===== src/rtl/alu_ctrl_idex.sv =====
// alu_ctrl_idex: ID-stage decode into ALU operation and datapath controls,
// ID/EX pipeline register, EX-stage BEQ/BNE resolution with front-end flush
// request, and a taken-branch performance counter.
module alu_ctrl_idex #(
    parameter int XLEN  = 32,
    parameter int CNT_W = 16
) (
    input  logic             clk,
    input  logic             rst_n,
    input  logic             id_valid,
    input  logic [31:0]      id_instr,
    input  logic [XLEN-1:0]  id_pc,
    input  logic             stall,
    input  logic             alu_zero,
    output logic             ex_valid,
    output logic [2:0]       ex_aluoperation,
    output logic             ex_alusrc,
    output logic [XLEN-1:0]  ex_imm,
    output logic [XLEN-1:0]  ex_pc,
    output logic [4:0]       ex_rd,
    output logic             ex_regwrite,
    output logic             ex_memread,
    output logic             ex_memwrite,
    output logic             branch_taken,
    output logic [XLEN-1:0]  branch_target,
    output logic             illegal_instr,
    output logic [CNT_W-1:0] taken_count
);

    // Major opcodes recognised by this decoder.
    localparam logic [6:0] OPC_OP     = 7'b0110011;
    localparam logic [6:0] OPC_OP_IMM = 7'b0010011;
    localparam logic [6:0] OPC_LOAD   = 7'b0000011;
    localparam logic [6:0] OPC_STORE  = 7'b0100011;
    localparam logic [6:0] OPC_BRANCH = 7'b1100011;

    // funct3 encodings.
    localparam logic [2:0] F3_ADD  = 3'b000;
    localparam logic [2:0] F3_SLT  = 3'b010;
    localparam logic [2:0] F3_OR   = 3'b110;
    localparam logic [2:0] F3_AND  = 3'b111;
    localparam logic [2:0] F3_WORD = 3'b010;
    localparam logic [2:0] F3_BEQ  = 3'b000;
    localparam logic [2:0] F3_BNE  = 3'b001;

    // funct7 encodings for register-register operations.
    localparam logic [6:0] F7_BASE = 7'b0000000;
    localparam logic [6:0] F7_ALT  = 7'b0100000;

    // ALU operation codes driven to EX.
    localparam logic [2:0] ALU_ADD = 3'b000;
    localparam logic [2:0] ALU_SUB = 3'b001;
    localparam logic [2:0] ALU_AND = 3'b010;
    localparam logic [2:0] ALU_OR  = 3'b011;
    localparam logic [2:0] ALU_SLT = 3'b101;

    localparam logic [CNT_W-1:0] CNT_ONE = CNT_W'(1);

    // Contents of the ID/EX pipeline register.
    typedef struct packed {
        logic            valid;
        logic [2:0]      op;
        logic            alusrc;
        logic [XLEN-1:0] imm;
        logic [XLEN-1:0] pc;
        logic [4:0]      rd;
        logic            regwrite;
        logic            memread;
        logic            memwrite;
        logic            is_branch;
        logic            branch_ne;
    } idex_t;

    // A bubble clears every field, so the op code reads as add.
    localparam idex_t BUBBLE = '0;

    // Instruction fields.
    logic [6:0]      opcode_s;
    logic [2:0]      funct3_s;
    logic [6:0]      funct7_s;
    logic [4:0]      rd_field_s;
    logic [XLEN-1:0] imm_i_s;
    logic [XLEN-1:0] imm_s_s;
    logic [XLEN-1:0] imm_b_s;

    // The rs1 field is read by the register file, not by this block.
    logic            unused_rs1_s;

    // Decoder result and pipeline register.
    idex_t           dec_s;
    logic            dec_legal_s;
    idex_t           idex_nxt_s;
    idex_t           idex_r;
    logic            illegal_nxt_s;
    logic            illegal_r;
    logic            branch_taken_s;
    logic [CNT_W-1:0] cnt_r;

    assign opcode_s     = id_instr[6:0];
    assign funct3_s     = id_instr[14:12];
    assign funct7_s     = id_instr[31:25];
    assign rd_field_s   = id_instr[11:7];
    assign unused_rs1_s = ^id_instr[19:15];

    // Sign-extended immediates; the B-immediate always has bit 0 clear.
    assign imm_i_s = {{(XLEN-12){id_instr[31]}}, id_instr[31:20]};
    assign imm_s_s = {{(XLEN-12){id_instr[31]}}, id_instr[31:25], id_instr[11:7]};
    assign imm_b_s = {{(XLEN-12){id_instr[31]}}, id_instr[7], id_instr[30:25],
                      id_instr[11:8], 1'b0};

    // Decode the ID instruction into ALU op, operand select and controls.
    always_comb begin
        dec_s       = BUBBLE;
        dec_legal_s = 1'b0;
        dec_s.valid = 1'b1;
        dec_s.pc    = id_pc;
        case (opcode_s)
            OPC_OP: begin
                dec_s.rd       = rd_field_s;
                dec_s.regwrite = 1'b1;
                if (funct7_s == F7_BASE) begin
                    dec_legal_s = 1'b1;
                    case (funct3_s)
                        F3_ADD:  dec_s.op = ALU_ADD;
                        F3_AND:  dec_s.op = ALU_AND;
                        F3_OR:   dec_s.op = ALU_OR;
                        F3_SLT:  dec_s.op = ALU_SLT;
                        default: dec_legal_s = 1'b0;
                    endcase
                end else if ((funct7_s == F7_ALT) && (funct3_s == F3_ADD)) begin
                    dec_legal_s = 1'b1;
                    dec_s.op    = ALU_SUB;
                end else begin
                    dec_legal_s = 1'b0;
                end
            end
            OPC_OP_IMM: begin
                dec_s.rd       = rd_field_s;
                dec_s.regwrite = 1'b1;
                dec_s.alusrc   = 1'b1;
                dec_s.imm      = imm_i_s;
                dec_legal_s    = 1'b1;
                case (funct3_s)
                    F3_ADD:  dec_s.op = ALU_ADD;
                    F3_AND:  dec_s.op = ALU_AND;
                    F3_OR:   dec_s.op = ALU_OR;
                    F3_SLT:  dec_s.op = ALU_SLT;
                    default: dec_legal_s = 1'b0;
                endcase
            end
            OPC_LOAD: begin
                dec_s.rd       = rd_field_s;
                dec_s.regwrite = 1'b1;
                dec_s.memread  = 1'b1;
                dec_s.alusrc   = 1'b1;
                dec_s.imm      = imm_i_s;
                dec_s.op       = ALU_ADD;
                dec_legal_s    = (funct3_s == F3_WORD);
            end
            OPC_STORE: begin
                dec_s.memwrite = 1'b1;
                dec_s.alusrc   = 1'b1;
                dec_s.imm      = imm_s_s;
                dec_s.op       = ALU_ADD;
                dec_legal_s    = (funct3_s == F3_WORD);
            end
            OPC_BRANCH: begin
                dec_s.is_branch = 1'b1;
                dec_s.branch_ne = funct3_s[0];
                dec_s.imm       = imm_b_s;
                dec_s.op        = ALU_SUB;
                dec_legal_s     = (funct3_s == F3_BEQ) || (funct3_s == F3_BNE);
            end
            default: begin
                dec_legal_s = 1'b0;
            end
        endcase
    end

    // Resolve the branch sitting in EX against the ALU zero flag.
    always_comb begin
        branch_taken_s = 1'b0;
        if (idex_r.valid && idex_r.is_branch) begin
            branch_taken_s = alu_zero ^ idex_r.branch_ne;
        end else begin
            branch_taken_s = 1'b0;
        end
    end

    // Next ID/EX contents: flush beats stall, stall beats a fresh load.
    always_comb begin
        idex_nxt_s    = idex_r;
        illegal_nxt_s = 1'b0;
        if (branch_taken_s) begin
            idex_nxt_s = BUBBLE;
        end else if (stall) begin
            idex_nxt_s = idex_r;
        end else if (id_valid) begin
            if (dec_legal_s) begin
                idex_nxt_s = dec_s;
            end else begin
                idex_nxt_s    = BUBBLE;
                illegal_nxt_s = 1'b1;
            end
        end else begin
            idex_nxt_s = BUBBLE;
        end
    end

    // ID/EX pipeline register and the one-cycle illegal-instruction pulse.
    always_ff @(posedge clk or negedge rst_n) begin
        if (!rst_n) begin
            idex_r    <= BUBBLE;
            illegal_r <= 1'b0;
        end else begin
            idex_r    <= idex_nxt_s;
            illegal_r <= illegal_nxt_s;
        end
    end

    // Taken-branch counter; wraps naturally and survives flushes.
    always_ff @(posedge clk or negedge rst_n) begin
        if (!rst_n) begin
            cnt_r <= '0;
        end else if (branch_taken_s) begin
            cnt_r <= cnt_r + CNT_ONE;
        end else begin
            cnt_r <= cnt_r;
        end
    end

    assign ex_valid        = idex_r.valid;
    assign ex_aluoperation = idex_r.op;
    assign ex_alusrc       = idex_r.alusrc;
    assign ex_imm          = idex_r.imm;
    assign ex_pc           = idex_r.pc;
    assign ex_rd           = idex_r.rd;
    assign ex_regwrite     = idex_r.regwrite;
    assign ex_memread      = idex_r.memread;
    assign ex_memwrite     = idex_r.memwrite;
    assign illegal_instr   = illegal_r;
    assign taken_count     = cnt_r;
    assign branch_taken    = branch_taken_s;
    assign branch_target   = idex_r.pc + idex_r.imm;

endmodule


===== config.mk =====
export PLATFORM = sky130hd
export DESIGN_NAME = alu_ctrl_idex
export DESIGN_NICKNAME = d
export VERILOG_FILES = /design/src/rtl/alu_ctrl_idex.sv
export SDC_FILE = /design/constraint.sdc
export NUM_CORES = 1
export LEC_CHECK = 0
export ABC_AREA = 1
export BUFFER_PORTS_ARGS = -buffer_cell sky130_fd_sc_hd__buf_4
export CAP_MARGIN = 20
export CORE_MARGIN = 2
export CORE_UTILIZATION = 50
export DETAILED_ROUTE_END_ITERATION = 10
export GPL_ROUTABILITY_DRIVEN = 1
export PLACE_DENSITY = 0.79
export SYNTH_ARGS = -nofsm -noshare
export SYNTH_HDL_FRONTEND = slang
export SYNTH_SLANG_ARGS = --single-unit

===== constraint.sdc =====
create_clock -name clk -period 7.3 [get_ports clk]
set_clock_uncertainty 0.15 [all_clocks]
set_input_delay 0.365 -clock clk [delete_from_list [all_inputs] [get_ports clk]]
set_output_delay 0.365 -clock clk [all_outputs]
set_load 0.005 [all_outputs]

==> impl_metrics.tcl, run 1 <==
set metrics [dict create \
    synth_most_common_cell "nand2_1" \
    r2r_start "idex_r[0]$_DFFE_PN0P_" \
    syn_nets 1088 \
    via_per_inst 4.87 \
    post-route-min-period_ps 3120 \
    setup_ws_ps 4180 \
    clockBufferDepth 2 \
    clk_pin_slew_ps 60 \
    io_buffers 190 \
    cp.arrival_ps 2600 \
    cts_hold_buffers 0 \
    required_ps 6780 \
    pwr-share-comb_pct 6.5 \
    grt_max_degree 78 \
    cts_max_level 3 \
    post-route-period-util_pct 42.7 \
    ir_worst_vdd_mv 0.115 \
    die_h_microns 118 \
    crit_fanout 40 \
    hp-class "primary input to asynchronous set/reset pin" \
    synth_cell_type_count 33 \
    ys_warn_count 0 \
    wl_per_cell_microns 13.5 \
    postRouteAntennaNets 0 \
    area_growth_pct 20.5 \
    synth.largest_area_cell "dfrtp_1" \
    grt_usage_pct 24.8 \
    ys_seq_area_share_pct 29.7 \
    rsz0062_at_grt "false" \
    dp_hpwl_microns 13400 \
    cts.sinks 77 \
    root_buffer "clkbuf_16" \
    postSynthAreaPerCell_sq_um 6.58 \
    stdcell_area_sq_um 7820 \
    synthDominantCellAreaShare_pct 29.7 \
    synth_edf_count 0 \
    post_cts_resized 0 \
    netlist_top_cells_area "dfrtp_1, nand2_1, buf_4" \
    num_antenna_cells 0 \
    rr_worst_depth 8 \
    hold_violations 0 \
    syn_inst 986 \
    rows 41 \
    synthTopCellsByCount "nand2_1, inv_1, nand3_1" \
    async_reset_ff_share_pct 100 \
    p_seq_share_pct 44.0 \
    numCtsBuffers 9 \
    start_util_pct 51.4 \
    pwr-share-clk_pct 49.5 \
    critical_path.top_delay_family "simple AND/OR/NAND/NOR gates" \
    crit_buf_inv 2 \
    post_cts_buffers 0 \
    p_int_mw 0.763 \
    cellLeakagePower_nw 4.88 \
    clock_latency_ps 330 \
    switching_share_pct 21.5 \
    netlist_area_sq_um 6490 \
    worst_pin_slew_ps 986 \
    finalMaxSlewViolations 0 \
    power_density_nw_per_um2 124 \
    switching_power_mw 0.209 \
    crit_type "flip-flop to primary output" \
    path_depth 11 \
    setup_viol 0 \
    drt-initial-drc-count 453 \
    dpl_cell_area_sq_um 7490 \
    cpPeakStageDelay_ps 490 \
    max-cap-violations 0 \
    fmax_ghz 0.321 \
    layout.cells.non_filler 1278 \
    dieWidth_microns 118 \
    cp_cell_sequence "buf_4, ha_1, nand2_1, nor2_1, nand2_1, nor4_1, nand2_1, nand2_1, nand2_1, nand2_1, buf_4" \
    endpoint_kind "primary output" \
    core_area_sq_um 12600 \
    drc 0 \
    worst_hold_slack_ps 12.3 \
    ys_seq_elements 77 \
    drive_gt1_share_pct 20.7 \
    start_kind "flip-flop" \
    grt_pass1_wl_microns 28400 \
    pre_cts_slack_ps 4570 \
    globalplace.congestion 0.995 \
    cts_tree "built" \
    cpMaxStageDelayCell "ha_1" \
    synthFlopType "dfrtp_1" \
    place_inst 1262 \
    crit_top_cell "nand2_1" \
    r2r_end "ex_memread$_DFFE_PN0P_" \
    die_area_sq_um 13900 \
    routed-via-count 6224 \
    status "completed" \
    relSlewSlack_pct 34.3 \
    finalSetupTns_ps 0 \
    drt-pass1-iter-count 5 \
    r2r_slack_ps 5270 \
    fin_util_pct 61.9 \
    finalPower_mw 0.972 \
    grt_pass1_vias 5799 \
    io_pins 196 \
    antenna_found_initial 0 \
    wirelength_microns 17200 \
    grt_overflow 0 \
    fin_nets 1203 \
]
==> layer usage <==
layer	global-route usage (%)	share of wire [%]	up-vias
li1	-	-	3230
met3	3.73	4.6	15
met5	0	0	-
met1	34.4	46	2830
met4	6.33	1.4	0
met2	40.8	47	149
==> worst max path at each step <==
stage | start | to | slack (ps)
6_report | ex_imm[30]$_DFFE_PN0P_ | branch_target[28] | 4180
5_1_grt | ex_imm[30]$_DFFE_PN0P_ | branch_target[30] | 4000
4_1_cts | ex_imm[30]$_DFFE_PN0P_ | branch_target[22] | 4200
3_5_place_dp | ex_imm[30]$_DFFE_PN0P_ | branch_target[30] | 4570
3_3_place_gp | ex_imm[30]$_DFFE_PN0P_ | branch_target[30] | 4600
2_1_floorplan | ex_imm[30]$_DFFE_PN0P_ | branch_target[30] | 4650
==> layout make-up <==
type / instances / area, sq um
Clock inverter: 6 / 86.3
Timing Repair Buffer: 193 / 1450
Tap cell: 172 / 215
Sequential cell: 77 / 1930
Multi-Input combinational cell: 684 / 3390
Clock buffer: 10 / 239
Fill cell: 1225 / 4800
Inverter: 136 / 513
==> logic make-up after synthesis <==
logic type / synth area share, %
and+or+nand+nor: 38.1
buffers and inverters: 18.1
DFF: 29.7
AOI/OAI and AO/OA: 3.51
adders and majority gates: 6.48
xor gates and xnor gates: 4.05
==> worst reg2reg max path, delay by kind of cell, from the launching register on <==
family,cells,cell delay [ps]
flops,1,390
simple gates,5,610
buf+inv,2,600
compound gates,1,210
==> sequential cells by signal (all words and copies together), names as in the netlist <==
name             flops
ex_aluoperation      3
idex_r               2
ex_alusrc            1
ex_pc               32
taken_count         16
ex_imm              13
ex_valid             1
ex_regwrite          1
ex_memwrite          1
ex_rd                5
illegal_instr        1
ex_memread           1
==> power groups by stage <==
stage,registers (mW),logic [mW],clock network (mW)
2_1_floorplan,0.436,0.0206,0
3_3_place_gp,0.436,0.0628,0
3_5_place_dp,0.436,0.0635,0
4_1_cts,0.428,0.0636,0.490
5_1_grt,0.428,0.0696,0.509
6_report,0.428,0.0631,0.481
==> placed cells by master, fill, tap and decap left out <==
cell type   instances
a21o_1              1
and3_1              2
inv_1             135
o21a_1              2
clkinv_4            1
o21ai_1             1
nor3_1              6
nand2_1           385
a22oi_1             5
clkinv_2            2
nor4_1              1
o21bai_1            1
bufinv_16           2
dfrtp_1            77
nor2_2              5
nand3b_1            1
clkinvlp_4          1
ha_1               32
inv_4               1
a21oi_1            20
nand2_2             1
buf_4             193
nor2_1             59
xnor2_1             5
xor2_1             25
nor2_4              4
fa_1                1
clkbuf_16           9
or2_2               1
nand2_4             2
o21ai_0            11
nand4_1            26
nand3_4             2
nor3_2              3
nand3_1            81
clkbuf_8            1
nand3_2             1
No activity file was read; power rests on OpenSTA's default activity.
==> run 2, diff against run 1 <==
Settings changed: CORE_UTILIZATION 50 to 48.
Clock period 7.3 ns to 2.77 ns, I/O delays scaled along.
==> impl_metrics.tcl, run 2 (synthesis gave the netlist of run 1 again) <==
set metrics [dict create \
    post_cts_buffers 0 \
    start_util_pct 49.0 \
    grt_pass1_wl_microns 30600 \
    cpMaxStageDelayCell "dfrtp_1" \
    place_inst 1269 \
    post-route-min-period_ps 2640 \
    num_antenna_cells 0 \
    critical_path.top_delay_family "simple AND/OR/NAND/NOR gates" \
    grt_usage_pct 26.4 \
    drc 0 \
    dpl_cell_area_sq_um 7520 \
    die_area_sq_um 14500 \
    max-cap-violations 0 \
    clock_latency_ps 330 \
    crit_fanout 4 \
    status "completed" \
    cellLeakagePower_nw 5.09 \
    hp-class "primary input to flip-flop" \
    routed-via-count 6668 \
    fill_cells 1162 \
    numCtsBuffers 9 \
    clockBufferDepth 2 \
    drt-pass1-iter-count 5 \
    power_density_nw_per_um2 302 \
    finalSetupTns_ps 0 \
    cpPeakStageDelay_ps 420 \
    fin_util_pct 63.6 \
    postRouteAntennaNets 0 \
    cp.arrival_ps 2350 \
    rsz0062_at_grt "false" \
    crit_buf_inv 1 \
    largest_register_ffs 32 \
    area_growth_pct 29.9 \
    grt_max_degree 78 \
    mostFrequentLayoutCells "nand2_1, buf_4, inv_1" \
    layout.cells.non_filler 1339 \
    wirelength_microns 18800 \
    die_h_microns 120 \
    dp_hpwl_microns 13700 \
    drt-initial-drc-count 389 \
    post-route-period-util_pct 95.1 \
    finalMaxSlewViolations 0 \
    drive_gt1_share_pct 21.8 \
    hold_violations 0 \
    ir_worst_vdd_mv 0.294 \
    dieWidth_microns 120 \
    stdcell_area_sq_um 8430 \
    grt_overflow 0 \
    wl_per_cell_microns 14.0 \
    setup_ws_ps 135 \
    setup_viol 0 \
    start_kind "flip-flop" \
    cp_cell_sequence "ha_1, fa_2, nand3_1, nand3_2, nand3_1, nand3_1, nand2_1, nand2_1, nand2_1, nand2_1, buf_4" \
    fmax_ghz 0.379 \
    grt_pass1_vias 6238 \
    globalplace.congestion 0.991 \
    via_per_inst 4.98 \
    io_buffers 190 \
    core_area_sq_um 13200 \
    required_ps 2480 \
    cts_tree "built" \
    cts_max_level 3 \
    layout_commonest_cell "nand2_1" \
    io_pins 196 \
    crit_type "flip-flop to primary output" \
    crit_top_cell "nand2_1" \
    worst_pin_slew_ps 1010 \
    antenna_found_initial 0 \
    fin_nets 1260 \
    pre_cts_slack_ps 406 \
    rows 42 \
    relSlewSlack_pct 32.8 \
    root_buffer "clkbuf_16" \
    cts.sinks 77 \
    clk_pin_slew_ps 70 \
    endpoint_kind "primary output" \
]
==> run 2: changes by cell type in the layout (fill, tap and decap cells not counted), moves of 3 or more <==
| cell | previous run | this run |
|---|---|---|
| nor2_2 | 5 | 8 |
| ha_2 | 0 | 10 |
| nor2_1 | 59 | 55 |
| dlygate4sd3_1 | 0 | 54 |
| ha_1 | 32 | 22 |
| a21oi_2 | 0 | 3 |
| buf_4 | 193 | 196 |
| a21oi_1 | 20 | 17 |
==> run 2: worst paths after layout <==
kind / end / cells past startpoint / start / slack, ps
setup / recovery: branch_target[28] / 11 / ex_pc[0]$_DFFE_PN0P_ / 130
hold / removal: ex_memread$_DFFE_PN0P_ / 4 / id_instr[5] / 7
setup reg to reg: ex_imm[30]$_DFFE_PN0P_ / 8 / idex_r[0]$_DFFE_PN0P_ / 720
hold reg to reg: ex_rd[3]$_DFFE_PN0P_ / 2 / ex_rd[3]$_DFFE_PN0P_ / 330
max in group asynchronous: ex_pc[23]$_DFFE_PN0P_ / 2 / rst_n / 1430
min in group asynchronous: ex_rd[1]$_DFFE_PN0P_ / 2 / rst_n / 330
==> run 2: repair_timing <==
| action | 4_1_cts | 5_1_grt |
|---|---|---|
| setup endpoints to repair | 0 | 14 |
| hold buffers | 54 | 0 |
| gates resized for setup | 0 | 22 |
| hold endpoints to repair | 130 | 0 |
==> run 2: layout make-up <==
class	instances	area (sq um)	area share, %
well taps	176	220	2.61
clock buffers	9	225	2.67
inverters	136	513	6.09
multi-input cells	684	3450	41.0
repair buffers	250	2010	23.9
clock inverters	7	73.8	0.876
flip-flops and latches	77	1930	22.9
==> run 2: power breakdown <==
group,total [mW],switching (mW),internal [mW]
logic,0.236,0.111,0.125
registers,1.13,0.00157,1.13
clock network,1.18,0.478,0.700
total,2.54,0.591,1.95
==> run 2: worst reg2reg max path: cells and delay by family (launching register included) <==
family	cells	cell delay, ps
simple gates	6	980
buf+inv	2	470
flops	1	400
==> run 2: metrics by stage <==
| step | hold slack (ps) | power (mW) |
|---|---|---|
| 2_1_floorplan | -307 | 1.20 |
| 3_5_place_dp | 214 | 1.32 |
| 3_3_place_gp | 207 | 1.32 |
| 6_report | 7.48 | 2.54 |
| 4_1_cts | 1.87 | 2.56 |
| 5_1_grt | 19.3 | 2.65 |
==> run 2: per-layer routing <==
layer / wire length, microns / vias up / share of wire (%) / track usage (%)
li1: - / 3345 / - / -
met1: 8150 / 3037 / 43 / 35.3
met2: 8960 / 239 / 48 / 43.9
met3: 1110 / 47 / 5.9 / 3.92
met4: 541 / 0 / 2.9 / 9.01
met5: 0 / - / 0 / 0
==> run 3, diff against run 2 <==
Settings changed: CORE_MARGIN 2 to 10, CORE_UTILIZATION 48 to 45, PLACE_DENSITY 0.79 to 0.75.
==> impl_metrics.tcl, run 3 (synthesis gave the netlist of run 1 again) <==
set metrics [dict create \
    status "completed" \
    crit_type "flip-flop to primary output" \
    cts_tree "built" \
    worst_pin_slew_ps 992 \
    hold_violations 0 \
    required_ps 2480 \
    r2r_start "idex_r[0]$_DFFE_PN0P_" \
    max-cap-violations 0 \
    drive_gt1_share_pct 22.7 \
    relSlewSlack_pct 33.9 \
    pwr-share-clk_pct 46.5 \
    start_util_pct 46.4 \
    wl_per_cell_microns 15.5 \
    io_buffers 190 \
    antenna_found_initial 0 \
    numCtsBuffers 9 \
    wirelength_microns 20800 \
    grt_overflow 0 \
    ir_worst_vdd_mv 0.304 \
    endpoint_kind "primary output" \
    stdcell_area_sq_um 8540 \
    routed-via-count 6710 \
    cts.sinks 77 \
    pwr-share-comb_pct 9.4 \
    switching_share_pct 23.5 \
    setup_viol 0 \
    power_density_nw_per_um2 300 \
    root_buffer "clkbuf_16" \
    fin_nets 1261 \
    mostFrequentLayoutCells "nand2_1, buf_4, inv_1" \
    die_area_sq_um 19600 \
    drc 0 \
    io_pins 196 \
    crit_fanout 20 \
    fmax_ghz 0.380 \
    post-route-period-util_pct 95.1 \
    grt_usage_pct 20.4 \
    dieWidth_microns 140 \
    cp.arrival_ps 2340 \
    via_per_inst 4.99 \
    post-route-min-period_ps 2630 \
    grt_pass1_vias 6496 \
    globalplace.congestion 0.917 \
    rows 43 \
    p_seq_share_pct 44.0 \
    finalMaxSlewViolations 0 \
    worstHoldStart "id_instr[4]" \
    p_int_mw 1.96 \
    pre_cts_slack_ps 415 \
    largest_register_ffs 32 \
    grt_pass1_wl_microns 33200 \
    core_area_sq_um 14000 \
    clockBufferDepth 2 \
    clk_pin_slew_ps 60 \
    worst_hold_slack_ps 20.6 \
    postRouteAntennaNets 0 \
    setup_ws_ps 137 \
    cellLeakagePower_nw 5.09 \
    switching_power_mw 0.603 \
    drt-initial-drc-count 356 \
    clock_latency_ps 340 \
    rsz0062_at_grt "true" \
    area_growth_pct 31.7 \
    drt-pass1-iter-count 5 \
    cts_max_level 3 \
    hp-class "primary input to flip-flop" \
    start_kind "flip-flop" \
    setup.worst_path.start "ex_imm[30]$_DFFE_PN0P_" \
    dp_hpwl_microns 15500 \
    die_h_microns 140 \
    dpl_cell_area_sq_um 7530 \
    num_antenna_cells 0 \
    grt_max_degree 78 \
    layout_commonest_cell "nand2_1" \
]
run 3: changes by cell type in the layout (fill, tap and decap cells not counted), moves of 2 or more:
cell and delta:
nand2_1 -4, buf_4 -3, ha_1 -4, buf_12 +2, ha_4 +2, ha_2 +2, nand2_2 +4
run 3: path summary, 6_finish.rpt:
kind,end,slack (ps),depth (start not counted)
setup / recovery,branch_target[27],140,11
hold / removal,ex_memread$_DFFE_PN0P_,20,4
setup reg to reg,ex_pc[3]$_DFFE_PN0P_,740,8
hold reg to reg,ex_rd[0]$_DFFE_PN0P_,330,2
max in group asynchronous,ex_imm[30]$_DFFE_PN0P_,1410,2
min in group asynchronous,ex_rd[1]$_DFFE_PN0P_,370,2
run 3: routing by layer:
metal | wire [microns] | GRT usage, %
met1 | 8740 | 25.2
met2 | 10000 | 33.4
met3 | 1340 | 4.63
met4 | 684 | 8.48
met5 | 0 | 0
run 3: repair_timing:
| action | CTS | global route |
|---|---|---|
| resized for setup | 0 | 36 |
| buffers inserted | 0 | 1 |
| hold buffers | 55 | 0 |
| hold endpoints to repair | 131 | 0 |
| endpoints found under the setup margin | 0 | 14 |
run 3: critical path: stages, from the launching register on:
cell	delay [ps]
dfrtp_2	460
buf_12	190
ha_2	390
nand2_1	100
nor2_1	230
nand2_1	130
nor2_1	100
nand2_1	70
nand2_1	70
nand2_1	50
nand2_1	100
buf_4	120
run 3: power by group through the flow:
| stage | combinational [mW] | clock (mW) | sequential, mW |
|---|---|---|---|
| global route | 0.260 | 1.25 | 1.13 |
| detailed placement | 0.171 | 0 | 1.15 |
| global placement | 0.170 | 0 | 1.15 |
| floorplan | 0.0544 | 0 | 1.15 |
| CTS | 0.237 | 1.20 | 1.13 |
| finish | 0.241 | 1.19 | 1.13 |
run 3: layout make-up:
cell class,instances,area (sq um)
fillers,1248,5450
multi-input cells,684,3510
repair buffers,251,2060
flip-flops and latches,77,1930
inverters,136,513
clock buffers,10,229
well taps,180,225
clock inverters,6,68.8
run 3: metrics by stage:
stage                     power (mW)  instances  util [%]  TNS, ps
after detailed placement        1.32       1271      53.9        0
final                           2.56       1344      61.1        0
after global placement          1.32       1271      53.9        0
after global routing            2.64       1344      61.1    -95.4
after CTS                       2.57       1342      59.9        0
after floorplan                 1.20        986         -        0
